[src/rtl/uart_tx_arbiter.sv]
// Round-robin, message-granular arbiter sharing one AXI4-Stream UART transmitter.
// Optional stalled-owner eviction is enabled by defining ARB_TIMEOUT_EN.
module uart_tx_arbiter #(
  parameter int unsigned PORTS      = 4,
  parameter int unsigned DATA_WIDTH = 8,
  parameter int unsigned TIMEOUT    = 1024
) (
  input  logic                        clk,
  input  logic                        rst,
  input  logic [PORTS*DATA_WIDTH-1:0] input_axis_tdata,
  input  logic [PORTS-1:0]            input_axis_tvalid,
  input  logic [PORTS-1:0]            input_axis_tlast,
  output logic [PORTS-1:0]            input_axis_tready,
  output logic [DATA_WIDTH-1:0]       output_axis_tdata,
  output logic                        output_axis_tvalid,
  input  logic                        output_axis_tready,
  output logic [$clog2(PORTS)-1:0]    grant,
  output logic                        grant_valid,
  output logic                        timeout
);

  localparam int unsigned GW = $clog2(PORTS);

  if (PORTS < 2 || PORTS > 8) begin : g_bad_ports
    $error("uart_tx_arbiter: PORTS must be 2..8");
  end
  if (TIMEOUT < 2 || TIMEOUT > 65536) begin : g_bad_timeout
    $error("uart_tx_arbiter: TIMEOUT must be 2..65536");
  end

  typedef enum logic {
    S_IDLE,
    S_GRANT
  } state_t;

  state_t        state;
  state_t        state_next;
  logic [GW-1:0] grant_next;
  logic [GW-1:0] last_grant;
  logic [GW-1:0] last_next;
  logic [GW-1:0] winner;
  logic [GW-1:0] cand;
  logic          found;
  logic          any_req;
  logic          own_valid;
  logic          own_last;
  logic          beat;

  assign any_req = |input_axis_tvalid;

  // Round-robin search starting just after the previous owner.
  always_comb begin
    winner = last_grant;
    found  = 1'b0;
    cand   = '0;
    for (int unsigned i = 1; i <= PORTS; i++) begin
      cand = GW'((32'(last_grant) + i) % PORTS);
      if (!found && input_axis_tvalid[cand]) begin
        found  = 1'b1;
        winner = cand;
      end
    end
  end

  // Select the current owner's stream signals.
  always_comb begin
    own_valid         = 1'b0;
    own_last          = 1'b0;
    output_axis_tdata = '0;
    for (int unsigned i = 0; i < PORTS; i++) begin
      if (grant == GW'(i)) begin
        own_valid         = input_axis_tvalid[i];
        own_last          = input_axis_tlast[i];
        output_axis_tdata = input_axis_tdata[i*DATA_WIDTH +: DATA_WIDTH];
      end
    end
  end

  // Pass-through handshake; only the owner ever sees tready.
  always_comb begin
    output_axis_tvalid = 1'b0;
    input_axis_tready  = '0;
    if (state == S_GRANT) begin
      output_axis_tvalid = own_valid;
      for (int unsigned i = 0; i < PORTS; i++) begin
        if (grant == GW'(i)) begin
          input_axis_tready[i] = output_axis_tready;
        end
      end
    end
  end

  assign beat = (state == S_GRANT) && own_valid && output_axis_tready;

`ifdef ARB_TIMEOUT_EN
  localparam logic [15:0] IDLE_LAST = 16'(TIMEOUT - 1);

  logic [15:0] idle_cnt;
  logic [15:0] idle_cnt_next;
  logic        timeout_next;
`endif

  always_comb begin
    state_next = state;
    grant_next = grant;
    last_next  = last_grant;
`ifdef ARB_TIMEOUT_EN
    idle_cnt_next = idle_cnt;
    timeout_next  = 1'b0;
`endif
    case (state)
      S_IDLE: begin
        if (any_req) begin
          state_next = S_GRANT;
          grant_next = winner;
`ifdef ARB_TIMEOUT_EN
          idle_cnt_next = '0;
`endif
        end
      end
      S_GRANT: begin
        if (beat && own_last) begin
          state_next = S_IDLE;
          last_next  = grant;
        end
`ifdef ARB_TIMEOUT_EN
        // Evict an owner that has offered nothing for TIMEOUT cycles.
        if (beat) begin
          idle_cnt_next = '0;
        end else if (!own_valid) begin
          if (idle_cnt == IDLE_LAST) begin
            state_next    = S_IDLE;
            last_next     = grant;
            timeout_next  = 1'b1;
            idle_cnt_next = '0;
          end else begin
            idle_cnt_next = idle_cnt + 16'd1;
          end
        end
`endif
      end
      default: state_next = S_IDLE;
    endcase
  end

  always_ff @(posedge clk) begin
    if (!rst) begin
      state       <= S_IDLE;
      grant       <= '0;
      grant_valid <= 1'b0;
      last_grant  <= GW'(PORTS - 1);
`ifdef ARB_TIMEOUT_EN
      idle_cnt    <= '0;
      timeout     <= 1'b0;
`endif
    end else begin
      state       <= state_next;
      grant       <= grant_next;
      grant_valid <= (state_next == S_GRANT);
      last_grant  <= last_next;
`ifdef ARB_TIMEOUT_EN
      idle_cnt    <= idle_cnt_next;
      timeout     <= timeout_next;
`endif
    end
  end

`ifndef ARB_TIMEOUT_EN
  assign timeout = 1'b0;
`endif

endmodule

[config.mk]
export PLATFORM = sky130hd
export DESIGN_NAME = uart_tx_arbiter
export DESIGN_NICKNAME = d
export VERILOG_FILES = /design/src/rtl/uart_tx_arbiter.sv
export SDC_FILE = /design/constraint.sdc
export NUM_CORES = 1
export LEC_CHECK = 0
export ABC_AREA = 1
export CAP_MARGIN = 30
export CORE_MARGIN = 8
export CORE_UTILIZATION = 30
export CTS_CLUSTER_SIZE = 12
export DETAILED_ROUTE_END_ITERATION = 10
export MAX_ROUTING_LAYER = met4
export PLACE_DENSITY = 0.74
export SLEW_MARGIN = 5
export SYNTH_ARGS = -nofsm -noshare
export SYNTH_HDL_FRONTEND = slang
export SYNTH_SLANG_ARGS = --single-unit
[constraint.sdc]
create_clock -name clk -period 1.15 [get_ports clk]
set_input_delay 0.23 -clock clk [delete_from_list [all_inputs] [get_ports clk]]
set_output_delay 0.23 -clock clk [all_outputs]
set_load 0.005 [all_outputs]
Word-level counts from Yosys, hierarchy flattened
Cells that the tools add are included.
- add/subtract/negate cells: 4
- order comparisons: 4
- equality and inequality tests: 3
- muxes and demuxes: 36
- bitwise operators: 1
- reductions and logical operators: 13
- operators by type and width (cell ; number):
    $mux 8 ; 4
    $mux 1 ; 22
    $lt 2x3->1 const B ; 4
    $bmux 1 s2 ; 4
    $mux 2 ; 4
    $logic_and 1x1->1 ; 6
    $add 2x1->2 const B ; 2
    $add 2x2->2 const B ; 2
    $eq 2x2->1 const B ; 2
    $mux 4 ; 1
    $reduce_and 2->1 ; 2
    $reduce_or 4->1 ; 1
    $logic_not 1->1 ; 3
    $eq 2x1->1 const B ; 1
    $logic_not 2->1 ; 1
    $pmux 1 s2 ; 1
    $not 1->1 ; 1
- register bits after elaboration: 5
- bits of input ports: 43
- output and inout port bits: 17

Logic depth before layout (Yosys ltp)
- word-level depth: 13
- depth in mapped cells: 13
- mapped depth without buffers: 12

Least setup slack after synthesis
OpenSTA, ideal clock, no wires.
- path type: flip-flop to output port
- start point: register grant[0]
- end point: output port output_axis_tdata[2]
- arrival: 1.060 ns
- required time: 0.920 ns
- slack: -0.140 ns
- cell stages (with the launch flop): 5
- buffers on the path: 2
- path through: dfxtp_1 > buf_6 > clkbuf_1 > a221oi_1 > a21oi_1
- cells in the longest elaborated chain, start to end: 5
- elaborated cells between the ends (all ways): 8
- those cells by class: eq/ne (3); mux (4); reduce/logical (1)
- ends and longest elaborated chain (what ; RTL line ; source):
    from (decl) ; 17 ; output logic [$clog2(PORTS)-1:0] grant,
    from (signal assigned) ; 158 ; grant <= grant_next;
    $logic_not 2->1 ; 71 ; if (grant == GW'(i)) begin
    $mux 8 (3 in series) ; 71 ;
    $mux 8 * ; 71 ;
    to (decl) ; 14 ; output logic [DATA_WIDTH-1:0] output_axis_tdata,
Mark *: on every way between the ends. The rest lies on a longest branch, timed or not.

Final worst setup path
- start point: register grant[0]
- end point: output port output_axis_tvalid
- cells in the longest elaborated chain, start to end: 6
- elaborated cells between the ends (all ways): 9
- those cells by class: eq/ne (3); mux (5); reduce/logical (1)
- ends and longest elaborated chain (what ; RTL line ; source):
    $logic_not 2->1 ; 71 ;
    $mux 1 (3 in series) ; 71 ;
    $mux 1 * ; 71 ;
    $mux 1 * ; 83 ; if (state == S_GRANT) begin
    to (decl) ; 15 ; output logic output_axis_tvalid,
Marked as above.

==> impl_metrics.py <==
metrics = {
    "placement": {
        "place_ws_ns": -0.7267,
        "port-buffer-count": 58,
        "dp_hpwl_microns": 2865,
        "routabilityCongestion": 0.8160,
    },
    "power_and_ir_drop": {
        "p_comb_share_pct": 71.9,
        "power.share.clock_pct": 13.2,
        "max-vdd-ir-drop_mv": 0.5946,
        "p_switching_uw": 630.8,
        "p_per_area_mw_per_mm2": 923.4,
        "seq_power_share_pct": 14.9,
        "p_int_uw": 960.1,
        "leakagePower_uw": 0.0008740,
        "swShare_pct": 39.65,
    },
    "clock_tree": {
        "clk_latency_ns": 0.25,
        "clockBufferDepth": 2,
        "cts_root_buffer": "clkbuf_4",
        "clock_sinks": 5,
        "htreeDepth": 1,
        "cts_made_buffers": 3,
        "clk_pin_slew_ns": 0.05,
        "tritoncts": "built",
        "hold_buffers": 0,
    },
    "yosys": {
        "ys_types": 26,
        "synthesis.nets": 179,
        "synth.top_cells.by_area": "nand2_1 25%, dfxtp_1 13%, nand3_1 8.4%",
        "avgSynthCellArea_sq_um": 5.676,
        "synth-seq-area-share_pct": 12.97,
        "synth_edf_count": 0,
        "yosys_warnings": 0,
        "synth.top_cell.area_share_pct": 24.80,
        "yosysTopAreaCell": "nand2_1",
        "ys_ff_latch": 5,
        "synthTopCellsByCount": "51 x nand2_1, 13 x nand3_1, 9 x a21oi_1, 9 x inv_1, 7 x nor2_1",
        "synth.most_common_cell": "nand2_1",
        "async_flop_share_pct": 0,
        "ys.flop_type": "dfxtp_1",
        "netlist_instances": 136,
        "synth_area_sq_um": 772.0,
    },
    "die": {
        "die_w_microns": 66.73,
        "die_h_microns": 66.73,
        "start_util_pct": 31.45,
        "dieArea_sq_mm": 0.004452,
        "fp-row-count": 18,
        "io_pins": 60,
        "core_sq_mm": 0.002455,
    },
    "critical_path": {
        "critPathLaunchType": "register",
        "critPathRequiredTime_ns": 0.92,
        "crit_chain": "buf_6 > nor2_4 > buf_6 > nand2_2 > o211ai_2 > nand2_1 > nand3b_1 > inv_2 > buf_6",
        "cpMaxStageDelayCell": "dfxtp_4",
        "crit_fanout": 4,
        "cp.arrival_ns": 1.38,
        "crit_type": "register to output port",
        "critPathCaptureType": "output port",
        "crit_path_max_incr_delay_ns": 0.35,
        "path_common_cell": "buf_6",
    },
    "cells_and_area": {
        "multiInputGateArea_sq_um": 640.6,
        "nNetsFinal": 271,
        "antennaDiodeCount": 0,
        "area_growth_pct": 123.2,
        "fillCellCount": 212,
        "final_core_util_pct": 70.18,
        "seq_area_sq_um": 108.9,
        "drive_gt1_share_pct": 39.21,
    },
    "sta": {
        "timing.final.crit_share_pct": 140.1,
        "fmax_ghz": 0.6207,
        "skew_ns": 0.001671,
        "rsz0062_at_grt": "yes",
        "hold_violations": 0,
        "period_needed_ns": 1.611,
        "drv_slew": 0,
        "setup_ws_ns": -0.4610,
        "setup_viol": 18,
    },
    "routing": {
        "highest_layer": "met4",
        "wl_met2_microns": 1898,
        "routed_wl_microns": 3796,
        "vias": 1255,
        "vias_per_cell": 4.883,
        "first_pass_iters": 4,
        "met1_length_microns": 1554,
        "drc": 0,
        "wl_per_cell_microns": 14.77,
        "initialDrtViolationCount": 74,
        "dr_wl_met3_microns": 279,
        "drtAntennaViolNets": 0,
    },
    "run": {
        "drv.max_cap_violation_count": 0,
    },
    "status": {
        "outcome": "finished with violations",
        "violations": "negative setup slack",
    },
    "global_routing": {
        "grt_start_max_net_pins": 10,
        "grt_usage_pct": 16.85,
        "overflow": 0,
        "grt_pass1_vias": 1383,
        "antenna_found_initial": 0,
        "grt_pass1_wl_microns": 5754,
    },
    "min_path": {
        "holdCritPathClass": "input pin to register",
    },
}
==> worst max-delay path, delay by kind of cell (launching register included) <==
kind	cells	cell delay (ns)
buf+inv	4	0.40
flops	1	0.35
simple gates	4	0.33
compound gates	1	0.05
==> metrics by stage <==
stage / total power [uW] / instances / TNS [ns] / hold WS (ns) / cell area, sq um
2_1_floorplan: 680.5 / 136 / -0.5959 / 0.3141 / 782.0
3_3_place_gp: 1212 / 243 / -9.670 / 0.5395 / 1544
3_5_place_dp: 1229 / 243 / -10.03 / 0.5476 / 1544
4_1_cts: 1557 / 258 / -6.035 / 0.5543 / 1695
5_1_grt: 1702 / 257 / -6.832 / 0.5272 / 1723
6_report: 1591 / 257 / -5.808 / 0.5118 / 1723
==> cell families after synthesis <==
logic type,share of synthesized area (%)
compound gates,16.86
buf+inv,14.42
flops,12.97
other cells,0.4858
simple gates,55.27
==> placed cells by master, fill, tap and decap left out, types with 5 or more instances in the layout <==
master,instances
buf_6,14
inv_1,7
nand2_2,10
inv_2,6
a21oi_1,8
clkdlybuf4s50_1,39
nand4_1,5
buf_2,12
nor2_1,7
nand2_1,45
buf_4,21
nand3_1,12
==> state kept, by name, indices dropped and copies added (netlist names) <==
register / flops
last_grant: 2
grant: 2
state: 1
==> metal layers <==
layer / track usage (%) / up-vias
li1: - / 629
met1: 16.73 / 559
met2: 30.23 / 61
met3: 4.530 / 6
met4: 6.933 / 0
met5: - / -
==> cell type report <==
| type | count | share of cell area, % |
|---|---|---|
| Sequential cell | 5 | 6.318 |
| Inverter | 15 | 3.994 |
| Timing Repair Buffer | 92 | 48.80 |
| Multi-Input combinational cell | 111 | 37.18 |
| Tap cell | 30 | 2.179 |
| Clock buffer | 4 | 1.525 |
==> what timing repair did <==
item	4_1_cts	5_1_grt
endpoints found under the setup margin	21	19
pin swaps	18	7
buffers inserted	11	2
gates cloned	0	0
gates resized for setup	90	12
==> worst paths after layout <==
| check | startpoint | to | slack (ns) | depth (start not counted) |
|---|---|---|---|---|
| worst max-delay path | grant[0] | output_axis_tvalid | -0.46 | 9 |
| worst min-delay path | output_axis_tready | last_grant[0] | 0.51 | 5 |
| worst max register to register | grant[0] | state | -0.31 | 12 |
| worst min register to register | state | state | 0.56 | 3 |
==> power groups by stage <==
stage          clock (uW)  combinational (uW)  sequential [uW]
5_1_grt               225                1240              240
2_1_floorplan           0                 466              215
4_1_cts               217                1110              235
3_3_place_gp            0                 980              232
3_5_place_dp            0                 997              232
6_report              210                1140              236
No activity file was read; power rests on OpenSTA's default activity.
